==> src/rtl/sc_mc_window_unit_if.sv <==
// Handshake bundle for sc_mc_window_unit: window/kernel request and per-channel result.
// The bipolar mode line is present only when SC_BIPOLAR_EN is defined.
interface sc_mc_window_unit_if #(
  parameter int unsigned BIN_LEN    = 8,
  parameter int unsigned SC_LEN_LOG = 8,
  parameter int unsigned K          = 3,
  parameter int unsigned CH         = 4,
  parameter int unsigned OUT_LEN    = SC_LEN_LOG + $clog2(K*K) + 1
);
  logic                       in_valid;
  logic                       in_ready;
  logic [K*K*BIN_LEN-1:0]     in_window;
  logic [CH*K*K*BIN_LEN-1:0]  in_weights;
  logic                       out_valid;
  logic                       out_ready;
  logic [CH*OUT_LEN-1:0]      out_vals;
  logic                       busy;
`ifdef SC_BIPOLAR_EN
  logic                       bipolar;
`endif

  modport master (
    output in_valid, in_window, in_weights, out_ready,
`ifdef SC_BIPOLAR_EN
    output bipolar,
`endif
    input  in_ready, out_valid, out_vals, busy
  );

  modport slave (
    input  in_valid, in_window, in_weights, out_ready,
`ifdef SC_BIPOLAR_EN
    input  bipolar,
`endif
    output in_ready, out_valid, out_vals, busy
  );
endinterface

==> src/rtl/sc_mc_window_unit.sv <==
// Multi-channel stochastic K x K convolution: per-tap SC bitstreams, bitwise products,
// per-channel popcount accumulation over 2^SC_LEN_LOG cycles. Optional: SC_BIPOLAR_EN.
module sc_mc_window_unit #(
  parameter int unsigned BIN_LEN    = 8,
  parameter int unsigned SC_LEN_LOG = 8,
  parameter int unsigned K          = 3,
  parameter int unsigned CH         = 4,
  parameter int unsigned OUT_LEN    = SC_LEN_LOG + $clog2(K*K) + 1
) (
  input  logic                 clk,
  input  logic                 rst,
  sc_mc_window_unit_if.slave   bus
);
  localparam int unsigned TAPS   = K * K;
  localparam int unsigned SC_LEN = 1 << SC_LEN_LOG;
  localparam int unsigned PCW    = $clog2(TAPS + 1);
  localparam logic [OUT_LEN-1:0] BIP_OFFSET = OUT_LEN'(TAPS * SC_LEN);

  typedef enum logic [1:0] {IDLE, RUN, DONE} state_t;

  state_t                         state_q;
  logic [SC_LEN_LOG-1:0]          cnt_q;
  logic [TAPS*BIN_LEN-1:0]        win_q;
  logic [CH*TAPS*BIN_LEN-1:0]     wgt_q;
  logic [CH-1:0][OUT_LEN-1:0]     acc_q;
  logic [CH-1:0][OUT_LEN-1:0]     acc_d;
  logic [CH-1:0][OUT_LEN-1:0]     fin_d;
  logic [CH*OUT_LEN-1:0]          vals_q;
  logic                           bip_w;
  logic [SC_LEN_LOG-1:0]          rng_a;
  logic [SC_LEN_LOG-1:0]          rng_b;
  logic [TAPS-1:0]                pix_bit;
  logic                           wgt_bit;
  logic                           prod;
  logic [PCW-1:0]                 pc;

`ifdef SC_BIPOLAR_EN
  logic bip_q;
  assign bip_w = bip_q;
`else
  assign bip_w = 1'b0;
`endif

  assign bus.in_ready  = (state_q == IDLE);
  assign bus.out_valid = (state_q == DONE);
  assign bus.busy      = (state_q == RUN) || (state_q == DONE);
  assign bus.out_vals  = vals_q;

  // Pixel streams compare against the count, weight streams against its bit
  // reversal, so the two streams of one tap stay decorrelated.
  always_comb begin
    rng_a   = cnt_q;
    rng_b   = '0;
    pix_bit = '0;
    wgt_bit = 1'b0;
    prod    = 1'b0;
    pc      = '0;
    acc_d   = acc_q;
    fin_d   = '0;
    for (int unsigned i = 0; i < SC_LEN_LOG; i++) begin
      rng_b[i] = cnt_q[SC_LEN_LOG-1-i];
    end
    for (int unsigned t = 0; t < TAPS; t++) begin
      pix_bit[t] = rng_a < win_q[t*BIN_LEN + BIN_LEN - 1 -: SC_LEN_LOG];
    end
    for (int unsigned ch = 0; ch < CH; ch++) begin
      pc = '0;
      for (int unsigned t = 0; t < TAPS; t++) begin
        wgt_bit = rng_b < wgt_q[(ch*TAPS + t)*BIN_LEN + BIN_LEN - 1 -: SC_LEN_LOG];
        prod    = bip_w ? ~(pix_bit[t] ^ wgt_bit) : (pix_bit[t] & wgt_bit);
        pc      = pc + PCW'(prod);
      end
      acc_d[ch] = acc_q[ch] + OUT_LEN'(pc);
      fin_d[ch] = bip_w ? ((acc_d[ch] << 1) - BIP_OFFSET) : acc_d[ch];
    end
  end

  always_ff @(posedge clk or posedge rst) begin
    if (rst) begin
      state_q <= IDLE;
      cnt_q   <= '0;
      win_q   <= '0;
      wgt_q   <= '0;
      acc_q   <= '0;
      vals_q  <= '0;
`ifdef SC_BIPOLAR_EN
      bip_q   <= 1'b0;
`endif
    end else begin
      case (state_q)
        IDLE: begin
          if (bus.in_valid) begin
            win_q   <= bus.in_window;
            wgt_q   <= bus.in_weights;
            acc_q   <= '0;
            cnt_q   <= '0;
`ifdef SC_BIPOLAR_EN
            bip_q   <= bus.bipolar;
`endif
            state_q <= RUN;
          end
        end
        RUN: begin
          acc_q <= acc_d;
          cnt_q <= cnt_q + 1'b1;
          if (cnt_q == '1) begin
            vals_q  <= fin_d;
            state_q <= DONE;
          end
        end
        DONE: begin
          if (bus.out_ready) state_q <= IDLE;
        end
        default: state_q <= IDLE;
      endcase
    end
  end
endmodule

==> src/flat_wrapper.sv <==
// flat-port wrapper written by rule: the top's interface ports become plain ports
module sc_mc_window_unit_flat 
#(
  parameter int unsigned BIN_LEN    = 8,
  parameter int unsigned SC_LEN_LOG = 8,
  parameter int unsigned K          = 3,
  parameter int unsigned CH         = 4,
  parameter int unsigned OUT_LEN    = SC_LEN_LOG + $clog2(K*K) + 1
)
  (clk, rst, bus_in_valid, bus_in_window, bus_in_weights, bus_out_ready, bus_in_ready, bus_out_valid, bus_out_vals, bus_busy);
  sc_mc_window_unit_if #(.BIN_LEN(BIN_LEN), .SC_LEN_LOG(SC_LEN_LOG), .K(K), .CH(CH), .OUT_LEN(OUT_LEN)) bus_i ();
  input  logic clk;
  input  logic rst;
  input wire logic [$bits(bus_i.in_valid)-1:0] bus_in_valid;
  input wire logic [$bits(bus_i.in_window)-1:0] bus_in_window;
  input wire logic [$bits(bus_i.in_weights)-1:0] bus_in_weights;
  input wire logic [$bits(bus_i.out_ready)-1:0] bus_out_ready;
  output wire logic [$bits(bus_i.in_ready)-1:0] bus_in_ready;
  output wire logic [$bits(bus_i.out_valid)-1:0] bus_out_valid;
  output wire logic [$bits(bus_i.out_vals)-1:0] bus_out_vals;
  output wire logic [$bits(bus_i.busy)-1:0] bus_busy;
  assign bus_i.in_valid = bus_in_valid;
  assign bus_i.in_window = bus_in_window;
  assign bus_i.in_weights = bus_in_weights;
  assign bus_i.out_ready = bus_out_ready;
  assign bus_in_ready = bus_i.in_ready;
  assign bus_out_valid = bus_i.out_valid;
  assign bus_out_vals = bus_i.out_vals;
  assign bus_busy = bus_i.busy;
  sc_mc_window_unit #(.BIN_LEN(BIN_LEN), .SC_LEN_LOG(SC_LEN_LOG), .K(K), .CH(CH), .OUT_LEN(OUT_LEN)) u_core (.clk(clk), .rst(rst), .bus(bus_i));
endmodule
==> config.mk <==
export PLATFORM = sky130hd
export DESIGN_NAME = sc_mc_window_unit_flat
export DESIGN_NICKNAME = d
export VERILOG_FILES = /design/src/rtl/sc_mc_window_unit_if.sv /design/src/rtl/sc_mc_window_unit.sv /design/src/flat_wrapper.sv
export SDC_FILE = /design/constraint.sdc
export NUM_CORES = 2
export LEC_CHECK = 0
export ABC_AREA = 0
export CAP_MARGIN = 20
export CORE_ASPECT_RATIO = 1.5
export CORE_UTILIZATION = 50
export CTS_CLUSTER_SIZE = 14
export DETAILED_ROUTE_END_ITERATION = 7
export HOLD_SLACK_MARGIN = 0.05
export PLACE_DENSITY = 0.75
export SETUP_SLACK_MARGIN = 0.2
export SLEW_MARGIN = 15
export SYNTH_ARGS = -nofsm -noshare
export SYNTH_HDL_FRONTEND = slang
export SYNTH_SLANG_ARGS = --single-unit
==> constraint.sdc <==
create_clock -name clk -period 33.3 [get_ports clk]
set_input_delay 6.66 -clock clk [delete_from_list [all_inputs] [get_ports clk]]
set_output_delay 6.66 -clock clk [all_outputs]
set_load 0.01 [all_outputs]
==> out/qor.csv <==
metric;value;unit
run_status;finished clean;
detail_route.wl_per_cell;20.9;µm
finClkSkew;9.52;ps
fillers;4293;
endpoint_kind;asynchronous set/reset pin;
arrival;10130;ps
min_period;9530;ps
drcViolationCount;0;
syn_inst;2461;
numPortBuffers;418;
hp-start;u_core.bus.out_vals[38]$_DFFE_PP0P_;
grt_setup_unrepaired;false;
ys.flop_type;dfrtp_1;
gp_congestion;0.843;
rows;105;
synth_area_per_cell;11.3;µm²
synthArstFlopShare;100;%
grt-ovfl-total;0;
cts_buffers;48;
cts_tree;yes;
startpoint;rst;
die_w;195;µm
root_buffer;clkbuf_16;
drive_gt1_share;16.7;%
period_share;28.6;%
required;33900;ps
grt_pass1_vias;21706;
antenna_found_initial;16;
synthMuxAreaShare;15.0;%
finalMaxSlewViolations;0;
ys_seq_area_share;42.6;%
setup_viol;0;
grt.total_usage;26.8;%
ys_ff_latch;474;
yosysTopAreaCellShare;42.6;%
gr-usage-met1;30.1;%
reg2reg_from;u_core.cnt_q[5]$_DFFE_PP0P_;
hold-path-cell-count;2;
yosys.cell_count.top_type;dfrtp_1;
yosys-top-cells-area;dfrtp_1 (43%), ha_1 (16%), mux2_2 (15%), inv_1 (4.9%), a21o_1 (4.9%);
vias;20056;
grt_use_met2;47.1;%
synth_xor_area_share;1.70;%
synth_top_cell_by_area;dfrtp_1;
cts_sinks;474;
path_cells;clkdlybuf4s50_1 > inv_8 > buf_4 > buf_4 > buf_6;
die_h;291;µm
synth_commonest_cells;dfrtp_1 (474), mux2_2 (370), inv_1 (365);
slowest_stage;buf_4;
worstSkewPairLatency;580;ps
cts_resized;0;
wl;75.4;mm
fin_tns_setup;0;ps
postCtsSetupRepairBufs;0;
ant_nets;0;
synth_edf_count;0;
synthAdderAreaFrac;17.9;%
cap_violations;0;
final_cells;3616;
grt_max_degree;179;
synth_top_family_by_area;adder cells;
grt_pass1_wl;117;mm
dieArea;0.0566;mm²
r2r_setup_slack;25810;ps
max_freq;105;MHz
area_growth;23.8;%
cts_max_path_buffers;3;
start_util;50.8;%
core;0.0548;mm²
use_met3;4.81;%
final_util;62.9;%
finalHoldWorstSlack;484;ps
ys_warn_count;0;
clkTransAtPathRegs;60;ps
synth-simple-area-share;4.57;%
dpl.hpwl;54.2;mm
cpMostUsedCell;buf_4;
synth_area;0.0278;mm²
dp.cells;3521;
rr_endpoint;u_core.bus.out_vals[8]$_DFFE_PP0P_;
crit_family;buffers and inverters;
rr_worst_depth;20;
drt_iter0_drc;540;
hold_viol;0;
worst_pin_slew;1080;ps
htreeDepth;2;
io_pins;419;
path_buf_inv;5;
syn-num-nets;3208;
start_kind;input port;
via_per_inst;5.55;
crit_type;in2async;
yosysUniqueCellTypes;48;
cts_hold_buf;0;
fin_nets;3624;
synth_compound_area_share;12.1;%
hold_class;reg2reg;
busiest_layer;met2;
max_stage_delay;860;ps
relSlewSlack;28.1;%
crit_fanout;88;
drtPass1Iterations;5;
hold_end;u_core.bus.out_vals[38]$_DFFE_PP0P_;
[worst max-delay path by stage]
stage                                         endpoint  cells after the start
after floorplan            u_core.acc_q[0]$_DFFE_PP0P_                      1
after global placement    u_core.win_q[36]$_DFFE_PP0P_                      5
after detailed placement  u_core.win_q[39]$_DFFE_PP0P_                      5
after CTS                 u_core.win_q[23]$_DFFE_PP0P_                      5
after global routing      u_core.win_q[32]$_DFFE_PP0P_                      5
final                     u_core.win_q[20]$_DFFE_PP0P_                      5
[flip-flops by register name (all words and copies together), names as in the netlist]
register             count
u_core.wgt_q           288
u_core.cnt_q             8
u_core.win_q            72
u_core.state_q           2
u_core.bus.out_vals     52
u_core.acc_q            52
[area by class of cell]
type                            count  area, µm²  area share, %
Antenna cell                       10       25.0         0.0726
Clock buffer                       73       1430           4.14
Clock inverter                     11        230          0.668
Inverter                          365       1380           4.00
Multi-Input combinational cell   1549      14300           41.5
Sequential cell                   474      11900           34.5
Tap cell                          695        870           2.52
Timing Repair Buffer              439       4370           12.7
[kinds of logic (layout without fill, tap and decap cells)]
kind of cell | after synthesis | count (layout)
buf+inv | 438 | 888
mux | 371 | 371
flops | 474 | 474
fa+ha+maj | 383 | 383
xor+xnor | 54 | 54
compound gates | 499 | 499
other cells | 0 | 10
simple gates | 242 | 242
[worst register-to-register path: cells and delay by family (launching register included)]
family	cells	cell delay, ps
fa+ha+maj	7	3030
buf+inv	2	580
flops	1	830
compound gates	8	2090
simple gates	1	170
xor+xnor	2	620
[layer usage]
layer / vias to the layer above / part of all wire, %
met5: - / 0.11
met4: 12 / 5.8
met3: 189 / 4.5
met2: 453 / 51
met1: 10013 / 39
li1: 9389 / -
[layout by cell type, fill, tap and decap left out, types with 23 or more instances in the layout]
master           synthesis  final
a21o_1                 180    180
nor2_1                  23     23
dfrtp_1                474    466
clkbuf_16                0     49
inv_1                  365    364
a31oi_1                 23     23
o21ai_0                 80     80
xor2_1                  27     27
o211ai_1                25     25
mux2_2                 370    370
xnor2_1                 27     27
a21oi_1                107    107
nand2_1                 83     82
nand4_1                 50     50
ha_1                   359    359
fa_1                    24     24
clkdlybuf4s50_1          0    418
nand2b_1                50     50
[per-stage QoR]
step	setup WS (ps)	cell area, µm²
6_report	23770	34400
2_1_floorplan	13420	27800
3_5_place_dp	22690	32700
4_1_cts	23330	34400
3_3_place_gp	22830	32700
5_1_grt	23290	34400
Power is left out: the tool's default activity adds up to more than one toggle a clock period on the data nets, which glitch-free logic cannot reach.
==> edit: new RTL, same flow settings <==
The 3 states of `state_t` get a one-hot encoding in 3 bits.
--- a/src/rtl/sc_mc_window_unit.sv
+++ b/src/rtl/sc_mc_window_unit.sv
@@ -18,3 +18,3 @@
 
-  typedef enum logic [1:0] {IDLE, RUN, DONE} state_t;
+  typedef enum logic [2:0] {IDLE = 3'b001, RUN = 3'b010, DONE = 3'b100} state_t;
 
Behaviour: same outputs for any inputs over 4 cycles, from zero or initial values and one cycle with rst high; so few cycles prove little.
==> edit against the original RTL <==
Critical path depth increased by 1. Via count rose by 11%. Area after synthesis is 2.3% lower. Cell area shrank 2.5%. Routed wire length grew 5.1%. Worst setup slack lost 0.89 ns. Sequential cell count increased by 1. Register-to-register slack improved by 0.03 ns. First-iteration DRC count grew to 2.6 times the old value. Critical endpoint is now u_core.win_q[52].
==> edit: results (changes against the original RTL) <==
| Metric | Value |
|---|---|
| Share of cells above drive strength 1 | `3.40% (-13 points)` |
| Buffers on Ports | `418 (unchanged)` |
| CP max-delay cell | `buf_4` |
| Syn nets | `3694 (+15%)` |
| Hold WC Path Type | `reg2reg` |
| Top reg by flops | `u_core.wgt_q` |
| Routed vias | `22300 (+11%)` |
| Max-Slew Margin vs Limit | `29.9% (+1.8 points)` |
| GRT met3 Usage | `5.33% (+0.52 points)` |
| CP endpoint kind | `flip-flop` |
| Hold endpoint | `u_core.win_q[56]` |
| Initial antenna violation count | `18 (+2)` |
| Crit path DAT | `10.83 ns (+0.70 ns)` |
| Largest net degree at the start of global routing | `246 (+37%)` |
| Post-DP Area | `0.0319 mm^2 (-2.5%)` |
| Synth top area cells | `dfrtp_1, ha_1, nand2_1, o21ai_0, inv_1` |
| Gp weighted congestion | `0.865 (+2.6%)` |
| FF-to-FF path depth | `23 (+15%)` |
| Leakage | `17.1 nW` |
| Worst r2r dst | `u_core.bus.out_vals[46]` |
| Met1 Use GR | `34.6% (+4.4 points)` |
| Hold_sp | `u_core.win_q[56]` |
| Register area share after synthesis | `43.8% (+1.1 points)` |
| Global-route wire length before repair | `123 mm (+4.7%)` |
| Clock skew | `0.0116 ns (+0.00208 ns)` |
| R2r setup slk | `25.84 ns (+0.03 ns)` |
| Nets | `4064 (+12%)` |
| CP max stage delay | `0.91 ns (+0.05 ns)` |
| H-tree Lvls | `2 (unchanged)` |
| Synth unique cells | `44 (-8.3%)` |
| Worst vdd ir | `0.127 mV` |
| Post-DP HPWL | `55.1 mm (+1.7%)` |
| Met2 global-route usage | `48.4% (+1.3 points)` |
| TNS Setup | `0 ns (unchanged)` |
| Setup Fix Bufs, Post-CTS | `0 (unchanged)` |
| GRT Overall Usage | `28.7% (+1.9 points)` |
| Number of global-route vias before repair | `23200 (+7.0%)` |
| Ys flop type | `dfrtp_1` |
| Synth top cells by count | `nand2_1, dfrtp_1, o21ai_0` |
| Iteration-0 DRC Markers | `1406 (+160%)` |
| Status | `completed` |
| Drt total wl | `79.3 mm (+5.1%)` |
| Crit-path max FO | `245 (+180%)` |
| RR Startpoint | `u_core.cnt_q[5]` |
| Clk pin slew, worst setup/hold paths | `0.06 ns (about the same)` |
-- edit: cell types whose count changed after synthesis, moves of 5 or more --
| cell | delta |
|---|---|
| o21ai_0 | +337 |
| nand3_1 | +15 |
| mux2_2 | -369 |
| nand2_1 | +481 |
| buf_2 | +5 |
| clkbuf_1 | +41 |
| a22o_1 | -9 |
| and3_1 | +7 |
| xnor2_1 | -11 |
| o31ai_1 | +7 |
-- edit: stage by stage --
step           total power [mW]  cells  setup WS [ns]  utilization, %  hold WS (ns)
2_1_floorplan              2.42   2950          13.39               -         0.447
3_3_place_gp               2.93   3957          22.49            59.5         0.459
3_5_place_dp               3.07   3957          22.32            59.5         0.466
4_1_cts                    3.65   4038          22.96            62.5         0.480
5_1_grt                    3.98   4054          22.52            62.6         0.501
6_report                   3.64   4054          22.88            62.6         0.478
-- edit: logic make-up (layout without fill, tap and decap cells) --
kind of cell    after synthesis  after routing  share of synthesized area (%)
buf+inv                     484            885                           6.96
other cells                   0             14                              0
simple gates                745            745                           11.6
mux                           4              4                          0.152
flops                       475            475                           43.8
xor+xnor                     46             46                           1.48
compound gates              816            816                           17.8
fa+ha+maj                   380            380                           18.2
-- edit: layout make-up --
type / count / area (um^2)
Antenna cell: 14 / 35.0
Clock buffer: 71 / 1420
Clock inverter: 10 / 150
Fill cell: 4398 / 20000
Inverter: 362 / 1370
Multi-Input combinational cell: 1991 / 13400
Sequential cell: 475 / 11900
Tap cell: 689 / 862
Timing Repair Buffer: 442 / 4430
-- edit: worst max path at each step --
stage	slack, ns	depth (start not counted)	startpoint	endpoint
global route	22.52	6	bus_in_valid	u_core.win_q[52]
detailed placement	22.32	6	bus_in_valid	u_core.win_q[29]
finish	22.88	6	bus_in_valid	u_core.win_q[52]
CTS	22.96	6	bus_in_valid	u_core.win_q[57]
floorplan	13.39	1	rst	u_core.acc_q[0]
global placement	22.49	6	bus_in_valid	u_core.win_q[25]
-- edit: metal layers --
| layer | vias up | wire length (um) |
|---|---|---|
| li1 | 10700 | - |
| met1 | 10800 | 31700 |
| met2 | 695 | 38700 |
| met3 | 187 | 4930 |
| met4 | 8 | 3910 |
| met5 | - | 36 |
-- edit: where the power goes --
part / switching [mW] / leakage, nW / internal [mW] / total, mW
Sequential: 0.0909 / 6.01 / 0.803 / 0.894
Clock: 0.235 / 0.776 / 0.323 / 0.559
Combinational: 1.31 / 10.4 / 0.875 / 2.19
Total: 1.64 / 17.1 / 2.00 / 3.64
